==> src/rtl/hazard_ctrl.sv <==
// Hazard unit for a 5-stage in-order pipeline: forwarding selects, stall/flush
// control and saturating event counters, driven by a shadow copy of E/M/W state.
module hazard_ctrl #(
   parameter int CNT_W = 16
) (
   input  logic             clk,
   input  logic             rst_n,
   input  logic [4:0]       Rs1D,
   input  logic [4:0]       Rs2D,
   input  logic [4:0]       RdD,
   input  logic             RegWriteD,
   input  logic             LoadD,
   input  logic             PCSrcE,
   input  logic             MemReadyM,
   output logic [1:0]       ForwardAE,
   output logic [1:0]       ForwardBE,
   output logic             StallF,
   output logic             StallD,
   output logic             StallE,
   output logic             StallM,
   output logic             FlushD,
   output logic             FlushE,
   output logic [CNT_W-1:0] LdStallCnt,
   output logic [CNT_W-1:0] BrFlushCnt,
   output logic [CNT_W-1:0] MemStallCnt
);

   localparam logic [1:0] MODE_ADVANCE = 2'd0;
   localparam logic [1:0] MODE_LOADUSE = 2'd1;
   localparam logic [1:0] MODE_BRANCH  = 2'd2;
   localparam logic [1:0] MODE_FREEZE  = 2'd3;

   localparam logic [1:0] FWD_REG = 2'b00;
   localparam logic [1:0] FWD_WB  = 2'b01;
   localparam logic [1:0] FWD_MEM = 2'b10;

   logic [4:0] Rs1E, Rs2E, RdE;
   logic       RegWriteE, LoadE;
   logic [4:0] RdM;
   logic       RegWriteM;
   logic [4:0] RdW;
   logic       RegWriteW;

   logic       memStall;
   logic       lwStall;
   logic [1:0] mode;

   function automatic logic [CNT_W-1:0] satInc(input logic [CNT_W-1:0] cur);
      if (&cur)
         return cur;
      return cur + {{(CNT_W-1){1'b0}}, 1'b1};
   endfunction

   // The newer producer (M) wins over the older one (W); x0 never forwards.
   function automatic logic [1:0] fwdSel(
      input logic [4:0] srcReg,
      input logic [4:0] dstM,
      input logic       wenM,
      input logic [4:0] dstW,
      input logic       wenW
   );
      if ((srcReg != 5'd0) && wenM && (srcReg == dstM))
         return FWD_MEM;
      if ((srcReg != 5'd0) && wenW && (srcReg == dstW))
         return FWD_WB;
      return FWD_REG;
   endfunction

   assign memStall = !MemReadyM;
   assign lwStall  = LoadE && (RdE != 5'd0) && ((RdE == Rs1D) || (RdE == Rs2D)) && !PCSrcE;

   always_comb begin
      mode = MODE_ADVANCE;
      if (memStall)
         mode = MODE_FREEZE;
      else if (lwStall)
         mode = MODE_LOADUSE;
      else if (PCSrcE)
         mode = MODE_BRANCH;
   end

   always_comb begin
      StallF = 1'b0;
      StallD = 1'b0;
      StallE = 1'b0;
      StallM = 1'b0;
      FlushD = 1'b0;
      FlushE = 1'b0;
      case (mode)
         MODE_FREEZE: begin
            StallF = 1'b1;
            StallD = 1'b1;
            StallE = 1'b1;
            StallM = 1'b1;
         end
         MODE_LOADUSE: begin
            StallF = 1'b1;
            StallD = 1'b1;
            FlushE = 1'b1;
         end
         MODE_BRANCH: begin
            FlushD = 1'b1;
            FlushE = 1'b1;
         end
         default: ;
      endcase
   end

   assign ForwardAE = fwdSel(Rs1E, RdM, RegWriteM, RdW, RegWriteW);
   assign ForwardBE = fwdSel(Rs2E, RdM, RegWriteM, RdW, RegWriteW);

   // Shadow pipeline D->E->M->W; FREEZE holds everything in place.
   always_ff @(posedge clk or negedge rst_n) begin
      if (!rst_n) begin
         Rs1E      <= 5'd0;
         Rs2E      <= 5'd0;
         RdE       <= 5'd0;
         RegWriteE <= 1'b0;
         LoadE     <= 1'b0;
         RdM       <= 5'd0;
         RegWriteM <= 1'b0;
         RdW       <= 5'd0;
         RegWriteW <= 1'b0;
      end else begin
         case (mode)
            MODE_FREEZE: begin
            end
            MODE_LOADUSE, MODE_BRANCH: begin
               Rs1E      <= 5'd0;
               Rs2E      <= 5'd0;
               RdE       <= 5'd0;
               RegWriteE <= 1'b0;
               LoadE     <= 1'b0;
               RdM       <= RdE;
               RegWriteM <= RegWriteE;
               RdW       <= RdM;
               RegWriteW <= RegWriteM;
            end
            default: begin
               Rs1E      <= Rs1D;
               Rs2E      <= Rs2D;
               RdE       <= RdD;
               RegWriteE <= RegWriteD;
               LoadE     <= LoadD;
               RdM       <= RdE;
               RegWriteM <= RegWriteE;
               RdW       <= RdM;
               RegWriteW <= RegWriteM;
            end
         endcase
      end
   end

   always_ff @(posedge clk or negedge rst_n) begin
      if (!rst_n) begin
         LdStallCnt  <= '0;
         BrFlushCnt  <= '0;
         MemStallCnt <= '0;
      end else begin
         if (mode == MODE_LOADUSE)
            LdStallCnt <= satInc(LdStallCnt);
         if (mode == MODE_BRANCH)
            BrFlushCnt <= satInc(BrFlushCnt);
         if (mode == MODE_FREEZE)
            MemStallCnt <= satInc(MemStallCnt);
      end
   end

endmodule

==> config.mk <==
export PLATFORM = sky130hd
export DESIGN_NAME = hazard_ctrl
export DESIGN_NICKNAME = d
export VERILOG_FILES = /design/src/rtl/hazard_ctrl.sv
export SDC_FILE = /design/constraint.sdc
export NUM_CORES = 1
export LEC_CHECK = 0
export ABC_AREA = 0
export BUFFER_PORTS_ARGS = -buffer_cell sky130_fd_sc_hd__buf_2
export CORE_UTILIZATION = 55
export DETAILED_ROUTE_END_ITERATION = 16
export GPL_TIMING_DRIVEN = 0
export PLACE_DENSITY = 0.84
export SYNTH_ARGS = -nofsm -noshare
export SYNTH_HDL_FRONTEND = slang
export SYNTH_SLANG_ARGS = --single-unit
export TNS_END_PERCENT = 1
==> constraint.sdc <==
create_clock -name clk -period 3.5 [get_ports clk]
set_clock_uncertainty 0.05 [all_clocks]
set_input_delay 0.7 -clock clk [delete_from_list [all_inputs] [get_ports clk]]
set_output_delay 0.7 -clock clk [all_outputs]
set_load 0.1 [all_outputs]
# == Word-level counts from Yosys, hierarchy flattened ==
# Index checks and enable logic that the tools add are counted.
# Widths: inputs -> output; s select.
# op_classes
eq_ne,12
mux,35
addsub,3
reduce_logical,24
# op_table
op,n
$add 16x1->16 const B,3
$mux 16,3
$reduce_and 16->1,3
$eq 5x5->1,6
$pmux 5 s2,3
$mux 2,11
$mux 1,16
$reduce_bool 5->1,3
$logic_and 1x1->1,11
$ne 2x2->1 const B,3
$reduce_and 2->1,3
$eq 2x2->1 const B,2
$pmux 1 s2,2
$reduce_or 2->1,2
$eq 2x1->1 const B,1
$logic_not 1->1,1
$logic_or 1x1->1,1
# word_totals
regBits,77
in_bits,21
output_inout_bits,58
elab_cells,86

# == Longest topological paths before layout ==
# logic_depth
word_depth,10
depth_mapped,9
ltp_nobuf,9

# == Least setup slack after synthesis ==
# OpenSTA, ideal clock, no wires.
# synth_timing
kind,reg-to-output
from,register Rs2E[2]
to,output ForwardBE[0]
setup_slack_ns,-2.788
required_ns,2.750
path_stages_with_launch,5
n_path_buf,0
t_arrival_ns,5.538
cell_sequence,dfrtp_1 -> or4_1 -> nor2_1 -> nor4_1 -> nor4_1
# synth_between
elab_chain_cells,7
elab_cells_between_ends,13
cone_classes,eq/ne (2); mux (6); reduce/logical (5)
# synth_rtl
item,line,text
start: declaration,37,"logic [4:0] Rs1E, Rs2E, RdE;"
start signal: assignment,141,Rs2E <= Rs2D;
$reduce_bool 5->1,"62, 64",
$logic_and 1x1->1 (2 in series),64,if ((srcReg != 5'd0) && wenW && (srcReg == dstW))
$mux 1 (2 in series),64,
$mux 2,66,return FWD_REG;
$mux 2 (*),64,
end: declaration,16,"output logic [1:0] ForwardBE,"
# Every way passes the cells marked *; elsewhere a longest branch is shown, timed or not. The select of a mux whose other input is x is not followed.

# == Worst setup path after layout ==
# layout_timing
from,register RdE[0]
to,output StallE
# layout_between
elab_chain_cells,8
elab_cells_between_ends,11
cone_classes,eq/ne (3); mux (3); reduce/logical (5)
# layout_rtl
item,line,text
start: declaration,37,
start signal: assignment,142,RdE <= RdD;
$eq 5x5->1 or $reduce_bool 5->1 (tied branches),70,assign lwStall = LoadE && (RdE != 5'd0) && ((RdE == Rs1D) || (RdE == Rs2D)) && !PCSrcE;
$logic_or 1x1->1 or $logic_and 1x1->1 (tied branches),70,
$logic_and 1x1->1 (*) (2 in series),70,
$mux 2 (*),76,else if (lwStall)
$mux 2 (*),74,if (memStall)
$eq 2x2->1 (*),89,case (mode)
$mux 1 (*),89,
end: declaration,19,"output logic StallE,"
# Every way passes the cells marked *; elsewhere a longest branch is shown, timed or not.

==> summary.txt <==
Worst R2R Setup Slack: 0.43 ns
share of cells above drive strength 1: 0.263
initial antenna violation count: 0
r2r startpoint: RdE[0]$_DFFE_PN0P_
leakage power: 2.31 nW
max cap viols: 0
P&R area growth vs syn: 20.3%
Core ar.: 6870 µm²
Antenna Cells: 0
DP Wirelength: 6090 µm
final WL: 8410 µm
HP Class: input port to asynchronous set/reset pin
Worst Setup SP: RdE[0]$_DFFE_PN0P_
crit-path max cell delay: 0.49 ns
max-slew violation count: 0
Async SR Flop Fraction: 1.00
most used routing layer: met2
GR Util met3: 0.0333
root buffer cell: clkbuf_8
row cnt: 30
worst path cell trace: xor2_1, nor3_1, a22oi_1, o21ai_1, ha_1, buf_2
worst reg2reg endpoint: RdW[2]$_DFFE_PN0P_
antenna-violating nets left: 0
CTS Sinks: 77
# setup viols final: 0
placed inst area: 4530 µm²
area of the multi-input gates: 2030 µm²
Slew @ Worst Pin: 0.545 ns
synth warn: 0
Slew Limit Headroom: 0.636
Layout Nets: 493
placed instance count: 551
clock tree from TritonCTS: built
routability cong.: 0.896
crit-path max FO: 7
IO Port Bufs: 78
clk buf depth: 2
TritonRoute pass-1 iters: 4
vias in the first global route: 3038
total number of vias: 3158
I/O Pins: 79
met2 Use GR: 0.403
minimum clock period: 3.30 ns
WS Path Type: register to primary output
Seq/Total Area, Yosys: 0.488
Clock Latency Late Sink: 0.35 ns
pwr dens: 683 nW/µm²
DIE AREA: 7520 µm²
Fin. Hold Viols: 0
top_reg_cell synth: dfrtp_1
GR Overflow Total: 0
Arr. time, crit path: 2.55 ns
hold slack: 0.251 ns
non-filler cells, final: 567
slowest cell on the critical path: buf_2
CTS buffer count: 9
Fmax: 303 MHz
mapped cell area: 3950 µm²
R2R depth: 8
Finished Cell Area: 4750 µm²
chip height: 86.7 µm
clock transition at the registers of the reported paths: 0.08 ns
wire per inst: 14.8 µm
Avg Synthesized Cell Area: 10.5 µm²
first-pass GRT wire length: 14100 µm
DRC Markers: 0
syn_nets: 403
Post-CTS Setup Inserts: 0
CP Data Required Time: 2.75 ns
Post-synth EDFFs: 0
post-synthesis cell type count: 41
Yosys reg bits: 77
Die W: 86.7 µm
Fillers: 544
initial core utilization: 0.575
status: finished clean
Sequential Area: 1930 µm²
peak ir drop on the vdd network: 628 µV
Post-Synthesis Cells: 376
crit end category: primary output
CP Launch Type: register
number of H-tree levels: 3
via/cell ratio: 5.57
Initial DRC Count: 110
pin count of the biggest net entering global routing: 44
gr usage total: 0.243
Final period util: 0.944
RSZ-0062 raised after global routing: false
met1 Track Usage GR: 0.316
==> cells in the mapped netlist (all sizes together) (10+ instances only) <==
cell type | number | area [µm²]
nor2 | 21 | 78.8
mux2 | 19 | 214
xor2 | 33 | 289
nand2 | 36 | 135
nand2b | 21 | 134
o21ai | 23 | 115
nor4 | 10 | 83.8
nand3 | 14 | 70.1
nand4 | 23 | 171
xnor2 | 29 | 254
nor3 | 12 | 60.1
dfrtp | 77 | 1930
==> critical path: cells and delay by family, from the launching register on <==
kind / cells / cell delay, ns
and+or+nand+nor: 1 / 0.21
AOI/OAI and AO/OA: 2 / 0.48
DFF: 1 / 0.45
buffers and inverters: 1 / 0.49
adders and majority gates: 1 / 0.38
xor gates and xnor gates: 1 / 0.19
==> how the worst max path moves through the flow <==
| stage | end | slack, ns |
|---|---|---|
| finish | StallE | 0.20 |
| global route | FlushE | 0.07 |
| CTS | FlushE | 0.01 |
| detailed placement | RdW[2]$_DFFE_PN0P_ | -0.07 |
| global placement | StallM | 0.10 |
| floorplan | ForwardBE[0] | -0.35 |
==> placed cells by master (no fill, tap or decap), types with 2 or more instances in the layout <==
master    synthesis  final
dfrtp_1          77     77
buf_2             1     76
nand2_1          36     36
xor2_1           33     33
xnor2_1          29     29
nor2_1           21     21
o21ai_0          23     21
nand2b_1         20     20
nand4_1          20     20
mux2_2           14     14
nand3_1          14     14
nor3_1           12     12
clkbuf_8          0     12
and3_1            7      7
clkbuf_1          6      6
and4_1            5      5
mux2_1            5      5
a21oi_1           5      5
ha_1              6      5
buf_4             2      5
nor4_4            1      4
a31oi_1           4      4
nor4_1            8      4
or4_1             3      3
nor2b_1           3      3
clkinv_2          0      3
nor4_2            1      2
o21ai_1           0      2
and2_1            2      2
nand4_2           2      2
a41oi_1           2      2
o21a_1            2      2
==> stage by stage <==
stage	setup slack [ns]	utilization	total power [W]	setup TNS, ns
final	0.196	0.692	0.00325	0
after global placement	0.105	0.657	0.00252	0
after floorplan	-0.346	-	0.00229	-0.820
after global routing	0.0709	0.692	0.00338	0
after detailed placement	-0.0718	0.660	0.00256	-0.399
after CTS	0.0114	0.691	0.00326	0
==> area by class of cell <==
class,count,share of cell area
plain buffers,10,0.00974
clock buffers,12,0.0348
inverters,1,0.000790
repair buffers,79,0.0879
clock inverters,4,0.00948
well taps,96,0.0253
flip-flops and latches,77,0.405
multi-input cells,288,0.427
==> kinds of logic (layout without fill, tap and decap cells) <==
group | Yosys count | after routing | synth area share
simple gates | 162 | 162 | 0.231
flops | 77 | 77 | 0.488
xor+xnor | 62 | 62 | 0.137
compound gates | 39 | 39 | 0.0576
mux | 19 | 19 | 0.0542
buf+inv | 11 | 106 | 0.0127
fa+ha+maj | 6 | 6 | 0.0190
==> sequential cells by signal (all words and copies together), names as in the netlist, 5 cells and up <==
name and cells:
BrFlushCnt 16, LdStallCnt 16, RdM 5, RdE 5
Rs1E 5, MemStallCnt 16, Rs2E 5, RdW 5
==> timing repair <==
item / in CTS / in global routing
gates resized for setup: 1 / 4
hold buffers: 0 / 0
setup endpoints to repair: 2 / 2
==> report_power, final <==
group / switching (W) / total [W] / leakage, nW / internal [W]
combinational: 0.00103 / 0.00130 / 1.18 / 0.000270
clock: 0.000319 / 0.000704 / 0.112 / 0.000385
sequential: 0.000213 / 0.00124 / 1.02 / 0.00103
total: 0.00156 / 0.00325 / 2.31 / 0.00169
==> metal layers <==
layer | vias up | share of wire
met2 | 86 | 0.49
li1 | 1512 | -
met5 | - | 0
met4 | 0 | 0.015
met1 | 1548 | 0.46
met3 | 12 | 0.033
No activity file was read; power rests on OpenSTA's default activity.
